$ cat src/rtl/avr_fetch_unit.sv
// Instruction-fetch front end of the lab AVR core.
// Resolves rjmp, rcall and ret locally using a return-address stack and hands everything else to decode.
module avr_fetch_unit #(
    parameter int DATA_WIDTH  = 16,
    parameter int ADDR_WIDTH  = 8,
    parameter int STACK_DEPTH = 8
) (
    input  logic                  clk,
    input  logic                  rst_n,
    output logic [ADDR_WIDTH-1:0] rom_addr,
    input  logic [DATA_WIDTH-1:0] rom_data,
    output logic [DATA_WIDTH-1:0] instr,
    output logic [ADDR_WIDTH-1:0] instr_pc,
    output logic                  instr_valid,
    input  logic                  instr_ready,
    output logic                  halted,
    output logic [1:0]            stack_err
);

    localparam int SP_W  = $clog2(STACK_DEPTH) + 1;
    localparam int IDX_W = SP_W - 1;

    typedef enum logic {
        RUN  = 1'b0,
        HALT = 1'b1
    } state_t;

    state_t                state;
    logic [ADDR_WIDTH-1:0] pc;
    logic [SP_W-1:0]       sp;
    logic [ADDR_WIDTH-1:0] stack [STACK_DEPTH];

    logic                  is_rjmp;
    logic                  is_rcall;
    logic                  is_ret;
    logic                  is_cf;
    logic [ADDR_WIDTH-1:0] k_ext;
    logic [ADDR_WIDTH-1:0] pc_next_seq;
    logic [ADDR_WIDTH-1:0] target;
    logic [IDX_W-1:0]      push_idx;
    logic [IDX_W-1:0]      pop_idx;
    logic                  stack_full;
    logic                  stack_empty;

    assign is_rjmp  = (rom_data[15:12] == 4'b1100);
    assign is_rcall = (rom_data[15:12] == 4'b1101);
    assign is_ret   = (rom_data[15:0] == 16'h9508);
    assign is_cf    = is_rjmp | is_rcall | is_ret;

    // The 12-bit relative offset is either truncated or sign-extended to the pc width.
    generate
        if (ADDR_WIDTH <= 12) begin : g_k_trunc
            assign k_ext = rom_data[ADDR_WIDTH-1:0];
        end else begin : g_k_sext
            assign k_ext = {{(ADDR_WIDTH-12){rom_data[11]}}, rom_data[11:0]};
        end
    endgenerate

    assign pc_next_seq = pc + ADDR_WIDTH'(1);
    assign target      = pc_next_seq + k_ext;

    assign push_idx    = sp[IDX_W-1:0];
    assign pop_idx     = push_idx - IDX_W'(1);
    assign stack_full  = (sp == SP_W'(STACK_DEPTH));
    assign stack_empty = (sp == '0);

    assign rom_addr    = pc;
    assign instr       = rom_data;
    assign instr_pc    = pc;
    assign instr_valid = (state == RUN) && !is_cf;

    always_ff @(posedge clk) begin
        if (!rst_n) begin
            state     <= RUN;
            pc        <= '0;
            sp        <= '0;
            halted    <= 1'b0;
            stack_err <= 2'b00;
            for (int i = 0; i < STACK_DEPTH; i++) begin
                stack[i] <= '0;
            end
        end else begin
            case (state)
                RUN: begin
                    if (is_rjmp) begin
                        pc <= target;
                    end else if (is_rcall) begin
                        if (stack_full) begin
                            stack_err[0] <= 1'b1;
                            halted       <= 1'b1;
                            state        <= HALT;
                        end else begin
                            stack[push_idx] <= pc_next_seq;
                            sp              <= sp + SP_W'(1);
                            pc              <= target;
                        end
                    end else if (is_ret) begin
                        if (stack_empty) begin
                            stack_err[1] <= 1'b1;
                            halted       <= 1'b1;
                            state        <= HALT;
                        end else begin
                            pc <= stack[pop_idx];
                            sp <= sp - SP_W'(1);
                        end
                    end else if (instr_ready) begin
                        pc <= pc_next_seq;
                    end
                end
                HALT: begin
                    state <= HALT;
                end
                default: begin
                    state <= HALT;
                end
            endcase
        end
    end

endmodule

$ cat config.mk
export PLATFORM = sky130hd
export DESIGN_NAME = avr_fetch_unit
export DESIGN_NICKNAME = d
export VERILOG_FILES = /design/src/rtl/avr_fetch_unit.sv
export SDC_FILE = /design/constraint.sdc
export NUM_CORES = 1
export LEC_CHECK = 0
export BUFFER_PORTS_ARGS = -buffer_cell sky130_fd_sc_hd__buf_4
export CAP_MARGIN = 20
export CORE_ASPECT_RATIO = 0.8
export CORE_UTILIZATION = 63
export CTS_CLUSTER_SIZE = 40
export DETAILED_ROUTE_END_ITERATION = 16
export PLACE_DENSITY = 0.95
export RECOVER_POWER = 25
export SYNTH_ARGS = -nofsm -noshare
export SYNTH_HDL_FRONTEND = slang
export SYNTH_SLANG_ARGS = --single-unit
$ cat constraint.sdc
create_clock -name clk -period 5.16 [get_ports clk]
set_input_delay 0.774 -clock clk [delete_from_list [all_inputs] [get_ports clk]]
set_output_delay 0.774 -clock clk [all_outputs]
set_load 0.01 [all_outputs]
======== Word-level counts from Yosys, hierarchy flattened ========
Memories as Yosys holds them, arrays and structs flattened.
Cells that the tools add are included.
word-level totals
  register bits after elaboration ......... 16
  bits in read-only memories .............. 0
  memories kept ........................... 1
  input port bits ......................... 19
  RAM bits ................................ 64
  latch bits .............................. 0
memory list
  name   words  width  rd ports  clocked after Yosys merged registers in  write ports  line  text
  stack  8      8      1         0                                        8            31    logic [ADDR_WIDTH-1:0] stack [STACK_DEPTH];
operators by class
  reductions and logical operators ........ 12
  add/subtract/negate cells ............... 5
  eq/ne operators ......................... 9
  div/mod/pow operators ................... 0
  muxes and demuxes ....................... 30
  order comparisons ....................... 0
  shifts and indexed selects .............. 0
  $mul .................................... 0
  bitwise operators ....................... 5
operators with widths
  operator              count
  $mux 8                7
  $mux 1                17
  $eq 16x16->1 const B  1
  $mux 4                4
  $reduce_and 5->1      3
  $eq 4x4->1 const B    3
  $add 8x1->8 const B   1
  $add 8x8->8           1
  $reduce_and 4->1      2
  $reduce_or 8->1       1
  $add 4x1->4 const B   1
  $logic_not 4->1       1
  $ne 2x2->1 const B    2
  $ne 4x4->1 const B    1
  $reduce_bool 2->1     2
  $reduce_bool 4->1     1
  $sub 4x1->4 const B   1
  $mux 3                1
  $ne 3x3->1 const B    1
  $not 1->1             3
  $sub 3x1->3 const B   1
  $ne 2x1->1 const B    1
  $or 1x1->1            2
  $pmux 1 s2            1
  2 further kinds       2

======== Logic depth before layout (Yosys ltp) ========
  word-level depth ........................ 9
  depth in mapped cells ................... 11

======== Least setup slack after synthesis ========
Ideal clock, no wire load.
  path kind ............................... reg-to-reg
  from .................................... register pc[0] (netlist: instr_pc[0])
  to ...................................... register pc[6] (netlist: instr_pc[6])
  cell stages (with the launch flop) ...... 11
  setup time .............................. 0.074 ns
  buffers on the path ..................... 0
  arrival ................................. 2.405 ns
  clock period less this slack ............ 2.479 ns
  data required time ...................... 5.086 ns
  setup slack ............................. 2.681 ns
  cells stage by stage .................... dfxtp_1 > ha_1 > xnor2_1 > inv_1 > ha_1 > a211oi_1 > o21bai_1 > a21oi_1 > xnor2_1 > nand2_1 > a31oi_1
on the way
  word-level cells in the longest chain between the ends .. 5
  elaborated cells between the ends (all ways) .. 7
  those cells by class .................... add/sub: 2; mux: 5
RTL lines
  item                    line  text
  start, declared         29    logic [ADDR_WIDTH-1:0] pc;
  start signal, assigned  86    pc <= target;
  start signal, assigned  95    pc <= target;
  start signal, assigned  103   pc <= stack[pop_idx];
  $add 8x1->8 (*)         59    assign pc_next_seq = pc + ADDR_WIDTH'(1);
  via pc_next_seq[2]      38    logic [ADDR_WIDTH-1:0] pc_next_seq;
  $add 8x8->8 (*)         60    assign target = pc_next_seq + k_ext;
  $mux 8                  88    if (stack_full) begin
  $mux 8                  87    end else if (is_rcall) begin
  $mux 8 (*)              85    if (is_rjmp) begin
The timed path passes the listed nets; every way through them passes the cells marked *. The select of a mux whose other input is x is not followed.
A chain may end at the register's enable or synchronous reset.

==> metrics.txt <==
CTS clock-pin slew for the worst setup and hold paths 0.08 ns; Antenna Cells 0; Register-to-Register Path Depth 8; Cells after Synth 372; PostCTS Resize Cnt 0; PD cells 305 nW/um2; # nets final 435; unrepaired setup endpoints after global routing false; final slew viol count 0; summed instance area of the synthesized netlist between 4000 and 5000 um2; DRC viols 0; proportion of layout cells with a drive suffix above 1 0.152; Hold Path Stages 2; CTS buffer count 9; number of max-cap violations 0; via/cell ratio approximately 6.5; transition time at the pin with the least slew margin between 1 and 1.5 ns; minimum clock period after layout around 3.5 ns; startpoint class of the critical path register; starting density of the core 0.671; post-synth top area cell edfxtp_1; Clock Skew 0.00871 ns; area of the placeable core 6540 um2; required time of the worst setup path slightly above 5 ns; final weighted congestion in routability-driven placement 0.982; die area 7300 um2; Fillers 483; Worst EP arrival 3.50 ns; vertical extent of the die 76.6 um; ports placed on the boundary 55; top cell type's share of synthesized area 0.438; final non-filler cell total 491; overflow left after global routing 0; aggregate global-route resource usage 0.326; highest clock frequency the design can meet 286 MHz; antenna viol nets, final 0; root buffer cell clkbuf_8; maximum number of pins on one net before global-route repair 22; initial antenna violation count 0; net count after synthesis 405; hpwl dp 8.04 mm; Yosys warning total 0; library cells used by synthesis 55; flop and latch count out of synthesis 80; clock tree from TritonCTS yes; fraction of the yosys area taken by sequential cells 0.511; drt wl/cell 22.4 um; number of buffers inserted to repair setup after CTS 0; worst supply voltage drop on vdd 0.207 mV; sum of routed wire length over all layers approximately 11 mm; growth of design area from synthesis to finish 6.82%; highest net fanout along the worst path 21; clock sinks 80; setup total negative slack 0 ns; top cells by area in the synthesized netlist edfxtp_1 44%, dfxtp_1 7.3%, nor2_1 7.1%; Port Buffer Count 54; clock latency at the later pin of the worst-skew pair 0.36 ns; Core Rows 26; number of endpoints failing setup at the final stage 0; instance count after placement with tap cells included ~480; violation count after the first detailed-routing iteration 491; share of the cycle needed by the critical path after routing 0.678; vias in the first global route 3022; most used flip-flop cell after synthesis edfxtp_1; average cell area after synthesis around 12 um2; share of async-settable or async-resettable flops after synthesis 0; capturing element type of the critical path register; smallest hold slack 0.487 ns; HP Class reg -> reg; hold-fix buffers at CTS 0; result of the run finished, final reports clean; global-route wire length before repair 16.9 mm; Leak approximately 0.0017 uW; detailed-routing iteration count for the pre-antenna-repair pass 5; Rel. slew slack 0.316; count of flip-flops with a built-in enable after synthesis 64; H-tree depth 3; Hold Violations, Final 0; clock tree buffer depth 2; total via count after detailed routing 3191; x dimension of the die 95.3 um; class of the most critical setup path reg -> reg
## synthesized netlist by cell type, types with 2 or more instances
cell type / number
a211o_1: 2
a211oi_1: 4
a21o_1: 3
a21oi_1: 7
a31oi_1: 6
and3_1: 4
buf_2: 2
buf_4: 25
buf_6: 4
clkbuf_1: 5
clkinv_1: 2
dfxtp_1: 16
edfxtp_1: 64
fa_1: 2
ha_1: 12
inv_1: 10
mux2_2: 3
mux2i_1: 7
mux4_1: 4
mux4_2: 12
nand2_1: 25
nand2_2: 3
nand3_1: 4
nor2_1: 83
nor2b_1: 2
nor3_1: 3
nor4b_1: 3
o2111ai_1: 2
o211ai_1: 6
o21ai_0: 11
o21bai_1: 2
xnor2_1: 8
xor2_1: 4
## path summary, 6_finish.rpt
check	startpoint	endpoint	slack (ns)
setup reg to reg	sp[0]	stack[1][5]	1.66
hold / removal	halted	halted	0.49
setup / recovery	sp[0]	stack[1][5]	1.66
hold reg to reg	halted	halted	0.49
## flip-flops by register name, summed over array words and instances, names as in the netlist
signal and cells:
halted 1, instr_pc 8, sp 4, stack 64
stack_err 2, state 1
## logic make-up after synthesis
kind of cell	count (synthesis)	synth area share
flip-flops	80	0.511
AO/OA/AOI/OAI	49	0.0776
adder cells (fa/ha/maj)	14	0.0434
XOR/XNOR	15	0.0402
AND/OR/NAND/NOR	139	0.148
multiplexers	26	0.109
buffers and inverters	49	0.0707
## layout by cell type (no fill, tap or decap), types with 6 or more instances in the layout
cell type / count
buf_4: 20
inv_1: 10
mux4_2: 12
xnor2_1: 8
clkbuf_8: 10
o211ai_1: 6
mux2i_1: 7
a21oi_1: 7
a31oi_1: 6
ha_1: 12
nand2_1: 27
o21ai_0: 11
clkbuf_1: 37
nor2_1: 83
edfxtp_1: 64
dfxtp_1: 16
## routing by layer
layer  part of all wire  GRT usage  vias up
li1                   -          -     1385
met1               0.37      0.464     1535
met2               0.48      0.491      235
met3               0.11     0.0758       36
met4              0.031      0.115        0
met5                  0          0        -
## area by class of cell
class | instances | area [um2] | area share
clock buffer | 11 | 141 | 0.0302
tap | 84 | 105 | 0.0224
inverter | 12 | 45.0 | 0.00961
multi-input combinational | 243 | 1810 | 0.386
timing repair buffer | 56 | 285 | 0.0609
clock inverter | 5 | 57.6 | 0.0123
sequential | 80 | 2240 | 0.479
## report_power, final
group,switching [uW],internal (uW)
clock,225,236
sequential,23.9,718
combinational,138,87.9
total,388,1040
## through the flow
| step | total power, uW | worst slack, ns | instance area, um2 | utilization |
|---|---|---|---|---|
| finish | 1430 | 1.66 | 4690 | 0.717 |
| global route | 1470 | 1.54 | 4690 | 0.717 |
| CTS | 1440 | 1.98 | 4850 | 0.741 |
| detailed placement | 989 | 2.03 | 4650 | 0.711 |
| global placement | 978 | 2.02 | 4650 | 0.711 |
| floorplan | 908 | 2.68 | 4390 | - |
## worst max-delay path, stage by stage (launching register included)
cell      delay [ns]
dfxtp_1         0.32
buf_4           0.35
inv_1           0.11
ha_1            0.31
nand3b_1        0.18
nand2_1         0.10
nor4_1          0.79
nand2_1         0.48
nand2_1         0.50
No activity file was read; power rests on OpenSTA's default activity.
